### config.mk
export PLATFORM = sky130hd
export DESIGN_NAME = lsu_ctrl
export DESIGN_NICKNAME = d
export VERILOG_FILES = /design/src/rtl/lsu_pkg.sv /design/src/rtl/lsu_align.sv /design/src/rtl/lsu_ctrl.sv
export SDC_FILE = /design/constraint.sdc
export NUM_CORES = 1
export LEC_CHECK = 0
export BUFFER_PORTS_ARGS = -buffer_cell sky130_fd_sc_hd__buf_4
export CAP_MARGIN = 20
export CORE_UTILIZATION = 55
export DETAILED_ROUTE_END_ITERATION = 10
export PLACE_DENSITY = 0.86
export SYNTH_ARGS = -nofsm -noshare
export SYNTH_HDL_FRONTEND = slang
export SYNTH_HIERARCHICAL = 1
export SYNTH_SLANG_ARGS = --single-unit
export TNS_END_PERCENT = 30
### constraint.sdc
create_clock -name clk -period 7.04 [get_ports clk]
set_clock_uncertainty 0.2 [all_clocks]
set_input_delay 1.408 -clock clk [delete_from_list [all_inputs] [get_ports clk]]
set_output_delay 1.408 -clock clk [all_outputs]
set_load 0.02 [all_outputs]
### src/rtl/lsu_pkg.sv
// Shared types and constants for the load/store unit: FSM states, RV32I width codes,
// exception cause codes.
package lsu_pkg;

  typedef enum logic [1:0] {
    StIdle = 2'b00,
    StWait = 2'b01,
    StResp = 2'b10
  } lsu_state_e;

  localparam logic [2:0] F3_B  = 3'b000;
  localparam logic [2:0] F3_H  = 3'b001;
  localparam logic [2:0] F3_W  = 3'b010;
  localparam logic [2:0] F3_BU = 3'b100;
  localparam logic [2:0] F3_HU = 3'b101;

  localparam logic [1:0] EXC_NONE     = 2'b00;
  localparam logic [1:0] EXC_MISALIGN = 2'b01;
  localparam logic [1:0] EXC_ILLEGAL  = 2'b10;
  localparam logic [1:0] EXC_TIMEOUT  = 2'b11;

endpackage

### src/rtl/lsu_align.sv
// Combinational lane logic: byte enables, replicated store data, legality checks and
// load-lane extraction with sign/zero extension.
module lsu_align
  import lsu_pkg::*;
(
  input  logic        is_store_i,
  input  logic [2:0]  funct3_i,
  input  logic [1:0]  addr_lo_i,
  input  logic [31:0] store_data_i,
  input  logic [31:0] rdata_i,
  output logic [3:0]  byte_en_o,
  output logic [31:0] wdata_o,
  output logic        misaligned_o,
  output logic        illegal_o,
  output logic [31:0] load_data_o
);

  logic [31:0] lane;

  always_comb begin
    byte_en_o    = 4'b0000;
    wdata_o      = store_data_i;
    illegal_o    = 1'b0;
    misaligned_o = 1'b0;
    load_data_o  = 32'h0;
    lane         = rdata_i >> {addr_lo_i, 3'b000};

    if (is_store_i) begin
      illegal_o = (funct3_i > F3_W);
    end else begin
      illegal_o = (funct3_i == 3'b011) || (funct3_i[2:1] == 2'b11);
    end

    misaligned_o = ((funct3_i[1:0] == 2'b01) && addr_lo_i[0]) ||
                   ((funct3_i[1:0] == 2'b10) && (addr_lo_i != 2'b00));

    // Loads never assert byte enables.
    if (is_store_i) begin
      case (funct3_i[1:0])
        2'b00: begin
          byte_en_o = 4'b0001 << addr_lo_i;
          wdata_o   = {4{store_data_i[7:0]}};
        end
        2'b01: begin
          byte_en_o = 4'b0011 << {addr_lo_i[1], 1'b0};
          wdata_o   = {2{store_data_i[15:0]}};
        end
        2'b10: begin
          byte_en_o = 4'b1111;
          wdata_o   = store_data_i;
        end
        default: begin
          byte_en_o = 4'b0000;
          wdata_o   = store_data_i;
        end
      endcase
    end

    case (funct3_i)
      F3_B:    load_data_o = {{24{lane[7]}}, lane[7:0]};
      F3_H:    load_data_o = {{16{lane[15]}}, lane[15:0]};
      F3_W:    load_data_o = rdata_i;
      F3_BU:   load_data_o = {24'h0, lane[7:0]};
      F3_HU:   load_data_o = {16'h0, lane[15:0]};
      default: load_data_o = 32'h0;
    endcase
  end

endmodule

### src/rtl/lsu_ctrl.sv
// Load/store unit controller: accepts one op from exec, drives the data-memory port,
// waits for completion with a timeout, and produces writeback or exception strobes.
module lsu_ctrl
  import lsu_pkg::*;
#(
  parameter int unsigned TIMEOUT_CYCLES = 16,
  parameter int unsigned CNT_W          = 8
) (
  input  logic        clk,
  input  logic        rst,
  input  logic        lsu_req_valid_in,
  input  logic        lsu_is_store_in,
  input  logic [2:0]  lsu_funct3_in,
  input  logic [31:0] lsu_addr_in,
  input  logic [31:0] lsu_store_data_in,
  input  logic [4:0]  lsu_rd_addr_in,
  output logic        lsu_busy_out,
  output logic        lsu_wb_valid_out,
  output logic [4:0]  lsu_wb_addr_out,
  output logic [31:0] lsu_wb_data_out,
  output logic        lsu_exc_valid_out,
  output logic [1:0]  lsu_exc_cause_out,
  output logic        mem_req_out,
  output logic [31:0] mem_addr_out,
  output logic [31:0] mem_wdata_out,
  output logic [3:0]  mem_write_byte_en_out,
  input  logic        mem_valid_in,
  input  logic [31:0] mem_rdata_in
);

  lsu_state_e  state_q, state_d;
  logic [CNT_W-1:0] cnt_q, cnt_d;
  logic [31:0] addr_q, addr_d;
  logic [31:0] wdata_q, wdata_d;
  logic [3:0]  be_q, be_d;
  logic [2:0]  f3_q, f3_d;
  logic [4:0]  rd_q, rd_d;
  logic        store_q, store_d;
  logic [31:0] wb_data_q, wb_data_d;
  logic [4:0]  wb_addr_q, wb_addr_d;
  logic        exc_valid_q, exc_valid_d;
  logic [1:0]  exc_cause_q, exc_cause_d;

  logic        al_is_store;
  logic [2:0]  al_funct3;
  logic [1:0]  al_addr_lo;
  logic [3:0]  al_be;
  logic [31:0] al_wdata;
  logic        al_misaligned;
  logic        al_illegal;
  logic [31:0] al_load_data;
  logic        accept;

  // Decode the incoming request in IDLE; afterwards the latched op drives extraction.
  assign al_is_store = (state_q == StIdle) ? lsu_is_store_in   : store_q;
  assign al_funct3   = (state_q == StIdle) ? lsu_funct3_in     : f3_q;
  assign al_addr_lo  = (state_q == StIdle) ? lsu_addr_in[1:0]  : addr_q[1:0];

  lsu_align u_align (
    .is_store_i   (al_is_store),
    .funct3_i     (al_funct3),
    .addr_lo_i    (al_addr_lo),
    .store_data_i (lsu_store_data_in),
    .rdata_i      (mem_rdata_in),
    .byte_en_o    (al_be),
    .wdata_o      (al_wdata),
    .misaligned_o (al_misaligned),
    .illegal_o    (al_illegal),
    .load_data_o  (al_load_data)
  );

  assign accept = (state_q == StIdle) && lsu_req_valid_in && !al_illegal && !al_misaligned;

  always_comb begin
    state_d     = state_q;
    cnt_d       = cnt_q;
    addr_d      = addr_q;
    wdata_d     = wdata_q;
    be_d        = be_q;
    f3_d        = f3_q;
    rd_d        = rd_q;
    store_d     = store_q;
    wb_data_d   = wb_data_q;
    wb_addr_d   = wb_addr_q;
    exc_valid_d = 1'b0;
    exc_cause_d = exc_cause_q;

    unique case (state_q)
      StIdle: begin
        cnt_d = '0;
        if (lsu_req_valid_in) begin
          if (al_illegal) begin
            exc_valid_d = 1'b1;
            exc_cause_d = EXC_ILLEGAL;
          end else if (al_misaligned) begin
            exc_valid_d = 1'b1;
            exc_cause_d = EXC_MISALIGN;
          end else begin
            addr_d  = {lsu_addr_in[31:2], 2'b00};
            wdata_d = al_wdata;
            be_d    = al_be;
            f3_d    = lsu_funct3_in;
            rd_d    = lsu_rd_addr_in;
            store_d = lsu_is_store_in;
            addr_d[1:0] = lsu_addr_in[1:0];
            state_d = StWait;
          end
        end
      end
      StWait: begin
        if (mem_valid_in) begin
          wb_data_d = al_load_data;
          wb_addr_d = rd_q;
          cnt_d     = '0;
          state_d   = StResp;
        end else if (cnt_q == CNT_W'(TIMEOUT_CYCLES - 1)) begin
          exc_valid_d = 1'b1;
          exc_cause_d = EXC_TIMEOUT;
          cnt_d       = '0;
          state_d     = StIdle;
        end else begin
          cnt_d = cnt_q + 1'b1;
        end
      end
      StResp: begin
        state_d = StIdle;
      end
      default: begin
        state_d = StIdle;
      end
    endcase
  end

  always_ff @(posedge clk or negedge rst) begin
    if (!rst) begin
      state_q     <= StIdle;
      cnt_q       <= '0;
      addr_q      <= 32'h0;
      wdata_q     <= 32'h0;
      be_q        <= 4'h0;
      f3_q        <= 3'h0;
      rd_q        <= 5'h0;
      store_q     <= 1'b0;
      wb_data_q   <= 32'h0;
      wb_addr_q   <= 5'h0;
      exc_valid_q <= 1'b0;
      exc_cause_q <= EXC_NONE;
    end else begin
      state_q     <= state_d;
      cnt_q       <= cnt_d;
      addr_q      <= addr_d;
      wdata_q     <= wdata_d;
      be_q        <= be_d;
      f3_q        <= f3_d;
      rd_q        <= rd_d;
      store_q     <= store_d;
      wb_data_q   <= wb_data_d;
      wb_addr_q   <= wb_addr_d;
      exc_valid_q <= exc_valid_d;
      exc_cause_q <= exc_cause_d;
    end
  end

  assign lsu_busy_out          = accept || (state_q == StWait);
  assign lsu_wb_valid_out      = (state_q == StResp) && !store_q && (rd_q != 5'd0);
  assign lsu_wb_addr_out       = wb_addr_q;
  assign lsu_wb_data_out       = wb_data_q;
  assign lsu_exc_valid_out     = exc_valid_q;
  assign lsu_exc_cause_out     = exc_cause_q;
  assign mem_req_out           = (state_q == StWait);
  assign mem_addr_out          = {addr_q[31:2], 2'b00};
  assign mem_wdata_out         = wdata_q;
  assign mem_write_byte_en_out = be_q;

endmodule

==> flow_summary.json <==
{
  "status": "finished with violations",
  "violations": "DRC",
  "vias": 5038,
  "hold_class": "reg2reg",
  "die_y_um": 112,
  "yosys.cell_types.count": 49,
  "cts_tree": "done",
  "cts_num_sinks": 127,
  "root_buffer": "clkbuf_16",
  "synth-simple-area-share_pct": 7.30,
  "drv_slew": 0,
  "clockBufferDepth": 2,
  "synth_ff_type": "dfrtp_1",
  "synthArstFlopShare_pct": 100,
  "drv_cap": 0,
  "post_cts_buffers": 0,
  "period_share_pct": 77.3,
  "setup_tns_ns": 0,
  "gp_congestion": 0.900,
  "syn_inst": 572,
  "slew-limit-headroom_pct": 30.4,
  "drive_above_1_share_pct": 53.3,
  "tightest_slew_ns": 1.04,
  "synth_edf_count": 0,
  "p_leak_uw": 0.00414,
  "worstPathArrival_ns": 3.84,
  "muxShareOfSynthArea_pct": 25.9,
  "synth-seq-cells": 127,
  "io_buffer_count": 217,
  "wirelength_mm": 16.8,
  "critPathMaxFanout": 17,
  "yosys.area.top_type": "dfrtp_1",
  "synth_compound_area_share_pct": 10.2,
  "synthTopCellsByArea": "dfrtp_1 (48%), mux2_2 (22%), buf_4 (4.5%)",
  "grt_usage_pct": 27.8,
  "end_kind": "primary output",
  "clock_latency_ns": 0.41,
  "hold_viol": 0,
  "yosysTopAreaCellShare_pct": 48.1,
  "io_pins": 220,
  "clk_pin_slew_worst_paths_ns": 0.05,
  "area_growth_pct": 29.9,
  "cts_resized": 0,
  "firstDrtPassIters": 8,
  "grt_overflow": 0,
  "start_util_pct": 57.1,
  "period_needed_ns": 5.45,
  "final_antenna_net_count": 0,
  "synth_top_family_by_area": "multiplexers",
  "antenna_found_initial": 0,
  "drc_errors": 9,
  "postLayoutCellArea_um2": 8580,
  "fp.dieW_um": 112,
  "fmax_mhz": 184,
  "grt_pass1_wl_mm": 26.7,
  "placed_cell_area_um2": 7950,
  "avgSynthCellArea_um2": 11.5,
  "rows": 39,
  "design.core.area_um2": 11600,
  "nets": 850,
  "setup_viol": 0,
  "cts-buffers-inserted": 17,
  "yosysWarnings": 6,
  "synthAdderAreaFrac_pct": 0.190,
  "critPathKind": "reg2out",
  "critPathRequiredTime_ns": 5.43,
  "wl_per_cell_um": 18.8,
  "antenna_cells": 0,
  "peakVddDrop_v": 0.000302,
  "powerDensity_nw_per_um2": 494,
  "rsz0062_at_grt": "no",
  "drt_iter0_drc": 417,
  "ys_seq_area_share_pct": 48.1,
  "cts.htree.levels": 4,
  "synth_area_um2": 6600,
  "dieArea_um2": 12400,
  "grt_pass1_vias": 5290,
  "grt_max_degree": 86,
  "ctsHoldBuffers": 0,
  "dpl.hpwl_mm": 11.9,
  "critPathLaunchType": "register",
  "synth_commonest_cells": "dfrtp_1 (127), mux2_2 (127), nand2_1 (57)",
  "synth-xor-area-share_pct": 0,
  "drt-vias-per-instance": 5.63
}
-- metal layers --
metal	wire length, um	GRT usage (%)
met1	6710	33.3
met2	8590	46.5
met3	1030	7.78
met4	491	12.8
met5	0	0
-- area by class of cell --
| type | instances | area [um2] |
|---|---|---|
| Inverter | 12 | 45.0 |
| Tap cell | 143 | 179 |
| Clock buffer | 25 | 495 |
| Multi-Input combinational cell | 360 | 2890 |
| Fill cell | 782 | 2990 |
| Sequential cell | 127 | 3180 |
| Clock inverter | 6 | 105 |
| Timing Repair Buffer | 222 | 1680 |
-- critical path, stage by stage, from the launching register on --
cell,delay [ns]
dfrtp_1,0.52
nor2_2,0.55
mux2_2,0.49
clkinv_1,0.45
nor2_2,0.66
o21ai_0,0.21
nand2_1,0.16
nor2_1,0.09
nand3_4,0.09
nand2b_1,0.06
buf_4,0.15
-- cells in the final DEF, fill, tap and decap left out, types with 5 or more instances in the layout --
| cell type | n |
|---|---|
| mux2i_1 | 12 |
| clkbuf_16 | 17 |
| o21ai_0 | 30 |
| a21oi_1 | 28 |
| mux2_2 | 127 |
| a31oi_1 | 5 |
| mux2_4 | 9 |
| nand2_1 | 57 |
| buf_4 | 220 |
| dfrtp_1 | 127 |
| a22oi_1 | 11 |
| o2bb2ai_1 | 6 |
| nand2b_1 | 5 |
| inv_1 | 11 |
| nor2_1 | 12 |
| a21oi_2 | 10 |
-- logic make-up (layout without fill, tap and decap cells) --
logic type                 count (synthesis)  in the layout
AOI/OAI and AO/OA                        105            105
adders and majority gates                  1              1
buffers and inverters                     86            265
DFF                                      127            127
muxes                                    150            150
other                                      1              2
and+or+nand+nor                          102            102
-- stage by stage --
stage                     utilization, %  power [uW]  hold slack, ns  setup slack [ns]  std cells
final                               74.2        4240           0.300              1.59        895
after global routing                74.2        4450           0.310              1.28        895
after CTS                           73.9        4260           0.305              1.61        893
after detailed placement            68.7        3350           0.292              1.74        862
after global placement              68.7        3270           0.285              1.90        862
after floorplan                        -        2710           0.275              2.20        573
-- worst paths after layout --
path / to / cells past startpoint / start / slack (ns)
max in group asynchronous: lsu_wb_data_out[21]$_DFFE_PN0P_ / 2 / rst / 4.88
setup / recovery: lsu_busy_out / 10 / state_q[1]$_DFFE_PN0P_ / 1.59
setup reg to reg: f3_q[0]$_DFFE_PN0P_ / 10 / state_q[1]$_DFFE_PN0P_ / 2.22
hold / removal: lsu_wb_data_out[26]$_DFFE_PN0P_ / 1 / lsu_wb_data_out[26]$_DFFE_PN0P_ / 0.30
hold reg to reg: lsu_wb_data_out[26]$_DFFE_PN0P_ / 1 / lsu_wb_data_out[26]$_DFFE_PN0P_ / 0.30
min in group asynchronous: mem_wdata_out[28]$_DFFE_PN0P_ / 1 / rst / 0.79
-- power by group --
| group | switching (uW) | internal (uW) | total [uW] |
|---|---|---|---|
| combinational | 1110 | 974 | 2090 |
| clock | 298 | 591 | 889 |
| sequential | 196 | 1070 | 1270 |
| total | 1610 | 2630 | 4240 |
-- sequential cells by signal, summed over array words and instances (netlist names) --
register / flops
addr_q: 32
lsu_wb_data_out: 32
mem_wdata_out: 32
cnt_q: 8
lsu_wb_addr_out: 5
rd_q: 5
mem_write_byte_en_out: 4
f3_q: 3
lsu_exc_cause_out: 2
state_q: 2
lsu_exc_valid_out: 1
store_q: 1
No activity file was read; power rests on OpenSTA's default activity.
